### src/rtl/neo_bus_pkg.sv
// neo_bus_pkg
// Shared definitions for the 68000 bus-cycle controller:
//   region_t  - address-space classification of a CPU access
//   state_t   - bus-cycle sequencer states
//   OPEN_BUS  - value returned to the CPU when nothing drives the bus
//   region_of - decode of byte-address bits [23:20] into a region
package neo_bus_pkg;

  typedef enum logic [1:0] {
    RGN_MEM,
    RGN_IO,
    RGN_UNMAPPED
  } region_t;

  typedef enum logic [1:0] {
    ST_IDLE,
    ST_MEM_WAIT,
    ST_IO_WAIT,
    ST_ACK
  } state_t;

  localparam logic [15:0] OPEN_BUS = 16'hFFFF;

  // 0x0-0x2 and 0xC-0xD are SDRAM-backed, 0xE-0xF float, the rest is I/O.
  function automatic region_t region_of(input logic [3:0] nib);
    region_t r;
    case (nib)
      4'h0, 4'h1, 4'h2, 4'hC, 4'hD: r = RGN_MEM;
      4'hE, 4'hF:                   r = RGN_UNMAPPED;
      default:                      r = RGN_IO;
    endcase
    return r;
  endfunction

endpackage

### src/rtl/m68k_bus_ctrl.sv
// m68k_bus_ctrl
// Watches the 68000 strobes, classifies each access by address region and
// sequences it to the memory port or the I/O space, generating nDTACK and
// returning read data. All outputs are registered.
//
// Ports:
//   CLK_68KCLK, nRESET           clock, asynchronous active-low reset
//   M68K_ADDR[23:1], nAS, nUDS,  CPU address and strobes
//   nLDS, M68K_RW, M68K_DATAOUT  CPU direction and write data
//   nDTACK, CPU_DATAIN           acknowledge and read data to the CPU
//   MEM_REQ/ADDR/WE/BE/WDATA     level-held memory request and its payload
//   MEM_ACK, MEM_RDATA           one-cycle memory completion and read data
//   IO_SEL, IO_RDATA             I/O access in progress, I/O read data
//   TIMEOUT_ERR                  one-cycle pulse on memory timeout
module m68k_bus_ctrl
  import neo_bus_pkg::*;
#(
  parameter int IO_WAIT = 1,
  parameter int TIMEOUT = 255
) (
  input  logic        CLK_68KCLK,
  input  logic        nRESET,
  input  logic [23:1] M68K_ADDR,
  input  logic        nAS,
  input  logic        nUDS,
  input  logic        nLDS,
  input  logic        M68K_RW,
  input  logic [15:0] M68K_DATAOUT,
  output logic        nDTACK,
  output logic [15:0] CPU_DATAIN,
  output logic        MEM_REQ,
  output logic [22:0] MEM_ADDR,
  output logic        MEM_WE,
  output logic [1:0]  MEM_BE,
  output logic [15:0] MEM_WDATA,
  input  logic        MEM_ACK,
  input  logic [15:0] MEM_RDATA,
  output logic        IO_SEL,
  input  logic [15:0] IO_RDATA,
  output logic        TIMEOUT_ERR
);

  localparam int CW = 16;
  localparam logic [CW-1:0] TO_CNT  = CW'(TIMEOUT);
  localparam logic [CW-1:0] IOW_CNT = CW'(IO_WAIT);

  state_t        r_state;
  logic [CW-1:0] r_cnt;
  logic          r_dtack_n;
  logic [15:0]   r_cpu_datain;
  logic          r_mem_req;
  logic [22:0]   r_mem_addr;
  logic          r_mem_we;
  logic [1:0]    r_mem_be;
  logic [15:0]   r_mem_wdata;
  logic          r_io_sel;
  logic          r_timeout_err;

  state_t        w_state_next;
  logic [CW-1:0] w_cnt_next;
  logic          w_dtack_n_next;
  logic [15:0]   w_cpu_datain_next;
  logic          w_mem_req_next;
  logic [22:0]   w_mem_addr_next;
  logic          w_mem_we_next;
  logic [1:0]    w_mem_be_next;
  logic [15:0]   w_mem_wdata_next;
  logic          w_io_sel_next;
  logic          w_timeout_err_next;
  logic          w_start;

  assign w_start = !nAS && (!nUDS || !nLDS);

  always_ff @(posedge CLK_68KCLK or negedge nRESET) begin
    if (!nRESET) begin
      r_state       <= ST_IDLE;
      r_cnt         <= '0;
      r_dtack_n     <= 1'b1;
      r_cpu_datain  <= OPEN_BUS;
      r_mem_req     <= 1'b0;
      r_mem_addr    <= '0;
      r_mem_we      <= 1'b0;
      r_mem_be      <= 2'b00;
      r_mem_wdata   <= '0;
      r_io_sel      <= 1'b0;
      r_timeout_err <= 1'b0;
    end else begin
      r_state       <= w_state_next;
      r_cnt         <= w_cnt_next;
      r_dtack_n     <= w_dtack_n_next;
      r_cpu_datain  <= w_cpu_datain_next;
      r_mem_req     <= w_mem_req_next;
      r_mem_addr    <= w_mem_addr_next;
      r_mem_we      <= w_mem_we_next;
      r_mem_be      <= w_mem_be_next;
      r_mem_wdata   <= w_mem_wdata_next;
      r_io_sel      <= w_io_sel_next;
      r_timeout_err <= w_timeout_err_next;
    end
  end

  always_comb begin
    w_state_next       = r_state;
    w_cnt_next         = r_cnt;
    w_cpu_datain_next  = r_cpu_datain;
    w_mem_req_next     = r_mem_req;
    w_mem_addr_next    = r_mem_addr;
    w_mem_we_next      = r_mem_we;
    w_mem_be_next      = r_mem_be;
    w_mem_wdata_next   = r_mem_wdata;
    w_io_sel_next      = r_io_sel;
    w_timeout_err_next = 1'b0;

    case (r_state)
      ST_IDLE: begin
        if (w_start) begin
          w_mem_addr_next  = M68K_ADDR;
          w_mem_we_next    = ~M68K_RW;
          w_mem_be_next    = {~nUDS, ~nLDS};
          w_mem_wdata_next = M68K_DATAOUT;
          case (region_of(M68K_ADDR[23:20]))
            RGN_MEM: begin
              w_mem_req_next = 1'b1;
              // Starting at 1 makes the count equal the number of edges
              // since the start edge, so expiry lands exactly on N+TIMEOUT.
              w_cnt_next     = CW'(1);
              w_state_next   = ST_MEM_WAIT;
            end
            RGN_IO: begin
              w_io_sel_next = 1'b1;
              w_cnt_next    = IOW_CNT;
              w_state_next  = ST_IO_WAIT;
            end
            default: begin
              if (M68K_RW) w_cpu_datain_next = OPEN_BUS;
              w_state_next = ST_ACK;
            end
          endcase
        end
      end

      ST_MEM_WAIT: begin
        // The request stays up even if nAS drops: the memory side is never
        // asked to abandon an access, only to finish it.
        if (MEM_ACK) begin
          if (!r_mem_we) w_cpu_datain_next = MEM_RDATA;
          w_mem_req_next = 1'b0;
          w_state_next   = nAS ? ST_IDLE : ST_ACK;
        end else if (r_cnt >= TO_CNT) begin
          w_timeout_err_next = 1'b1;
          if (!r_mem_we) w_cpu_datain_next = OPEN_BUS;
          w_mem_req_next = 1'b0;
          w_state_next   = nAS ? ST_IDLE : ST_ACK;
        end else begin
          w_cnt_next = r_cnt + CW'(1);
        end
      end

      ST_IO_WAIT: begin
        if (r_cnt == '0) begin
          if (!r_mem_we) w_cpu_datain_next = IO_RDATA;
          w_io_sel_next = 1'b0;
          w_state_next  = nAS ? ST_IDLE : ST_ACK;
        end else begin
          w_cnt_next = r_cnt - CW'(1);
        end
      end

      ST_ACK: begin
        if (nAS) w_state_next = ST_IDLE;
      end

      default: w_state_next = ST_IDLE;
    endcase

    // nDTACK is simply "the sequencer is in ACK", registered alongside it.
    w_dtack_n_next = (w_state_next != ST_ACK);
  end

  assign nDTACK      = r_dtack_n;
  assign CPU_DATAIN  = r_cpu_datain;
  assign MEM_REQ     = r_mem_req;
  assign MEM_ADDR    = r_mem_addr;
  assign MEM_WE      = r_mem_we;
  assign MEM_BE      = r_mem_be;
  assign MEM_WDATA   = r_mem_wdata;
  assign IO_SEL      = r_io_sel;
  assign TIMEOUT_ERR = r_timeout_err;

endmodule

### config.mk
export PLATFORM = sky130hd
export DESIGN_NAME = m68k_bus_ctrl
export DESIGN_NICKNAME = d
export VERILOG_FILES = /design/src/rtl/neo_bus_pkg.sv /design/src/rtl/m68k_bus_ctrl.sv
export SDC_FILE = /design/constraint.sdc
export NUM_CORES = 1
export LEC_CHECK = 0
export BUFFER_PORTS_ARGS = -buffer_cell sky130_fd_sc_hd__buf_2
export CORE_MARGIN = 3
export CORE_UTILIZATION = 47
export CTS_BUF_LIST = sky130_fd_sc_hd__clkbuf_16
export DETAILED_ROUTE_END_ITERATION = 12
export HOLD_SLACK_MARGIN = 0.15
export PLACE_DENSITY = 0.77
export SETUP_SLACK_MARGIN = 0.4
export SLEW_MARGIN = 20
export SYNTH_ARGS = -nofsm -noshare
export SYNTH_HDL_FRONTEND = slang
export SYNTH_SLANG_ARGS = --single-unit
### constraint.sdc
create_clock -name CLK_68KCLK -period 3 [get_ports CLK_68KCLK]
set_input_delay 0.3 -clock CLK_68KCLK [delete_from_list [all_inputs] [get_ports CLK_68KCLK]]
set_output_delay 0.3 -clock CLK_68KCLK [all_outputs]
set_load 0.01 [all_outputs]
==> summary.log <==
INFO  logic_synthesis yosysTopAreaCellShare=34.7%
INFO  layout         antenna-diode-count=0
INFO  die            die_height=104µm
INFO  critical_path  end_kind=register
INFO  grt            overflow=0
INFO  clock_tree     worstSkewPairLatency=0.34ns
INFO  routing        final_antenna_net_count=0
INFO  power_and_ir_drop cell_internal_pwr=4160µW
INFO  status         status=finished clean
INFO  critical_path  r2r-end=r_cnt[15]$_DFFE_PN0P_
INFO  routing        via_count=4383
INFO  critical_path  timing_worst_setup_path_type=register to register
INFO  clock_tree     maximum_root_to_sink_buffer_count=2
INFO  layout         fin_area=5860µm²
INFO  power_and_ir_drop power=7310µW
INFO  logic_synthesis synthesis.yosys.warnings=0
INFO  grt            grt_first_pass_wirelength=20400µm
INFO  die            placeableCoreArea=9330µm²
INFO  hold_path      hold_path_class=primary input to asynchronous set/reset pin
INFO  critical_path  cp_cell_sequence=inv_4 > ha_4 > buf_12 > buf_4 > ha_1 > nand2_1 > a311o_1 > a31oi_2 > o21ai_2 > nor4b_1 > a221o_1
INFO  die            floorplan.die.width=104µm
INFO  grt            antenna_violations_before_repair=0
INFO  logic_synthesis synth_top_cell_by_area=sky130_fd_sc_hd__dfrtp_1
INFO  logic_synthesis synthesis.nets=560
INFO  die            core.rowCount=35
INFO  logic_synthesis yosys-top-cells-area=sky130_fd_sc_hd__dfrtp_1 (35%), sky130_fd_sc_hd__dfstp_2 (9.8%), sky130_fd_sc_hd__mux2_2 (9.7%)
INFO  clock_tree     cts_num_sinks=80
INFO  critical_path  r2r_cells=11
INFO  die            start_util=48.7%
INFO  layout         finish.cell_count_without_fillers=747
INFO  logic_synthesis count_of_cell_types_in_the_netlist=57
INFO  die            pin_count=140
INFO  logic_synthesis synth.ff_latch_count=80
INFO  grt            grt_pass1_vias=4419
INFO  logic_synthesis mappedNetlistArea=4540µm²
INFO  power_and_ir_drop power-per-cell-area=1250nW/µm²
INFO  logic_synthesis ys_async_sr_fraction=100%
INFO  logic_synthesis post_synth_inst_count=473
INFO  critical_path  cpPeakStageDelay=0.41ns
INFO  clock_tree     cts_tree=done
INFO  sta            maxSlewHeadroom=33.5%
INFO  sta            fin_setup_tns=0ns
INFO  logic_synthesis leading_cell_types_by_count_after_synthesis=sky130_fd_sc_hd__dfrtp_1 (63), sky130_fd_sc_hd__nand2_1 (51), sky130_fd_sc_hd__o21ai_0 (48)
INFO  clock_tree     cts-root-buf=sky130_fd_sc_hd__clkbuf_16
INFO  logic_synthesis syn_area_per_cell=9.60µm²
INFO  sta            max_slew.worst_pin.slew=0.997ns
INFO  critical_path  kind_of_launch_point_of_the_worst_setup_path=register
INFO  placement      place_inst=723
INFO  routing        via_per_inst=5.87
INFO  sta            hold-worst-slack=0.116ns
INFO  critical_path  crit_arrival=2.74ns
INFO  power_and_ir_drop share_seq_of_total_power=27.9%
INFO  job            max_cap_violations=0
INFO  critical_path  worst-path-buf-inv=3
INFO  clock_tree     path_clk_slew=0.06ns
INFO  power_and_ir_drop standby_leakage_power=0.00266µW
INFO  critical_path  worstReg2RegStart=r_state[0]$_DFF_PN0_
INFO  sta            finalWorstPathRequiredPeriod=2.52ns
INFO  power_and_ir_drop max-vdd-ir-drop=612µV
INFO  sta            report.final.setup_viol=0
INFO  placement      hpwl=8640µm
INFO  routing        firstDrtPassIters=7
INFO  routing        drt_drc_violations_left=0
INFO  placement      routability_congestion_estimate_from_global_placement=0.902
INFO  critical_path  timing.critical_path.max_delay_family=compound AO/OA/AOI/OAI gates
INFO  power_and_ir_drop p_sw_share=43.0%
INFO  logic_synthesis post-synth-top-count-cell=sky130_fd_sc_hd__dfrtp_1
INFO  logic_synthesis seq_area_frac_synth=44.6%
INFO  layout         areaGrowthSynthToFinish=29.0%
INFO  placement      place_area=5380µm²
INFO  critical_path  cp_data_required_time=3.22ns
INFO  sta            final.setup_skew=0.00955ns
INFO  sta            unrepaired_setup_endpoints_after_global_routing=true
INFO  clock_tree     number_of_h_tree_branching_levels=3
INFO  logic_synthesis ys_dominant_reg_cell=sky130_fd_sc_hd__dfrtp_1
INFO  routing        drt_iter0_markers=316
INFO  layout         drive_gt1_share=42.6%
INFO  grt            groute.usage.overall=22.6%
INFO  sta            min_period_over_period=84.1%
INFO  routing        totalWireLength=13000µm
INFO  power_and_ir_drop power.share.combinational=55.2%
INFO  routing        detail_route.wl_per_cell=17.4µm
INFO  critical_path  worst-r2r-setup-slack=0.48ns
INFO  layout         nNetsFinal=700
INFO  power_and_ir_drop netSwitchingPower=3140µW
INFO  placement      port-buffer-count=139
INFO  die            fp.dieArea=10900µm²
INFO  sta            final-max-slew-violation-count=0
INFO  power_and_ir_drop clock_power_share=16.9%
INFO  grt            pin_count_of_the_biggest_net_entering_global_routing=81
INFO  clock_tree     clock_buffer_count_from_cts=9
INFO  sta            timing.fmax=396MHz
INFO  sta            hold_viol_final=0
INFO  critical_path  standard_cell_with_the_maximum_stage_delay_on_the_critical_path=sky130_fd_sc_hd__dfrtp_2
INFO  critical_path  critPathMaxFanout=7
INFO  logic_synthesis synth-edff-count=0
## flip-flops by register name, summed over array words and instances, names as in the netlist
signal	cells
MEM_BE	2
TIMEOUT_ERR	1
MEM_REQ	1
nDTACK	1
MEM_WDATA	16
r_state	2
CPU_DATAIN	16
r_cnt	16
MEM_WE	1
MEM_ADDR	23
IO_SEL	1
## area by class of cell
class / instances / area, µm²
clock buffers: 9 / 225
repair buffers: 163 / 891
flip-flops and latches: 80 / 2030
inverters: 15 / 58.8
multi-input cells: 344 / 2390
clock inverters: 7 / 110
well taps: 129 / 161
fillers: 759 / 3470
## worst reg2reg max path, cell delays in order (launching register included)
cell                      delay [ns]
sky130_fd_sc_hd__dfrtp_2        0.41
sky130_fd_sc_hd__inv_4          0.07
sky130_fd_sc_hd__ha_4           0.19
sky130_fd_sc_hd__buf_12         0.14
sky130_fd_sc_hd__buf_4          0.15
sky130_fd_sc_hd__ha_1           0.33
sky130_fd_sc_hd__nand2_1        0.09
sky130_fd_sc_hd__a311o_1        0.33
sky130_fd_sc_hd__a31oi_2        0.21
sky130_fd_sc_hd__o21ai_2        0.09
sky130_fd_sc_hd__nor4b_1        0.14
sky130_fd_sc_hd__a221o_1        0.26
## what timing repair did
item,4_1_cts,5_1_grt
setup buffers,1,6
gates resized for setup,2,12
cloned,0,1
setup endpoints to repair,21,16
pin swaps,0,5
hold buffers,0,0
endpoints found under the hold margin,0,0
## worst max-delay path by stage
stage / cells after the start / from / end
after floorplan: 15 / r_state[0]$_DFF_PN0_ / r_cnt[14]$_DFFE_PN0P_
after global placement: 11 / r_state[0]$_DFF_PN0_ / r_cnt[14]$_DFFE_PN0P_
after detailed placement: 11 / r_state[0]$_DFF_PN0_ / r_cnt[8]$_DFFE_PN0P_
after CTS: 11 / r_state[0]$_DFF_PN0_ / r_cnt[14]$_DFFE_PN0P_
after global routing: 11 / r_state[0]$_DFF_PN0_ / r_cnt[14]$_DFFE_PN0P_
final: 11 / r_state[0]$_DFF_PN0_ / r_cnt[15]$_DFFE_PN0P_
## routing by layer
metal  vias up  track usage (%)  part of all wire (%)
met5         -                0                     0
met4         0             11.2                   3.0
met3        41             6.33                   8.1
met2       241             39.0                    51
met1      2097             25.5                    38
li1       2004                -                     -
## cells in the final DEF, fill, tap and decap left out, drive strengths merged, types with 10 or more instances in the layout
master,n
a21o,19
a21oi,24
a31oi,22
buf,163
dfrtp,63
dfstp,17
inv,18
mux2,39
nand2,52
nand3,11
nor2,22
nor3,10
o21ai,51
## power groups by stage
| stage | registers [µW] | clock network (µW) | logic, µW |
|---|---|---|---|
| after floorplan | 2190 | 0 | 2520 |
| after CTS | 2040 | 1250 | 3790 |
| after global routing | 2100 | 1290 | 4360 |
| after global placement | 2010 | 0 | 3610 |
| after detailed placement | 2050 | 0 | 3730 |
| final | 2040 | 1230 | 4040 |
## per-stage QoR
stage          setup slack, ns  util (%)
6_report                 0.477      62.8
5_1_grt                  0.317      62.8
4_1_cts                  0.405      61.4
3_5_place_dp             0.341      57.7
3_3_place_gp             0.428      57.7
2_1_floorplan            0.211         -
## kinds of logic (layout without fill, tap and decap cells)
family / count (synthesis) / in the layout / synth area share, %
AOI/OAI and AO/OA: 151 / 152 / 21.3
and+or+nand+nor: 131 / 131 / 14.5
DFF: 80 / 80 / 44.6
buffers and inverters: 50 / 194 / 4.96
muxes: 42 / 42 / 10.3
xor gates and xnor gates: 10 / 10 / 1.93
adders and majority gates: 9 / 9 / 2.48
Note: power is estimated with default switching activity, not from simulation.
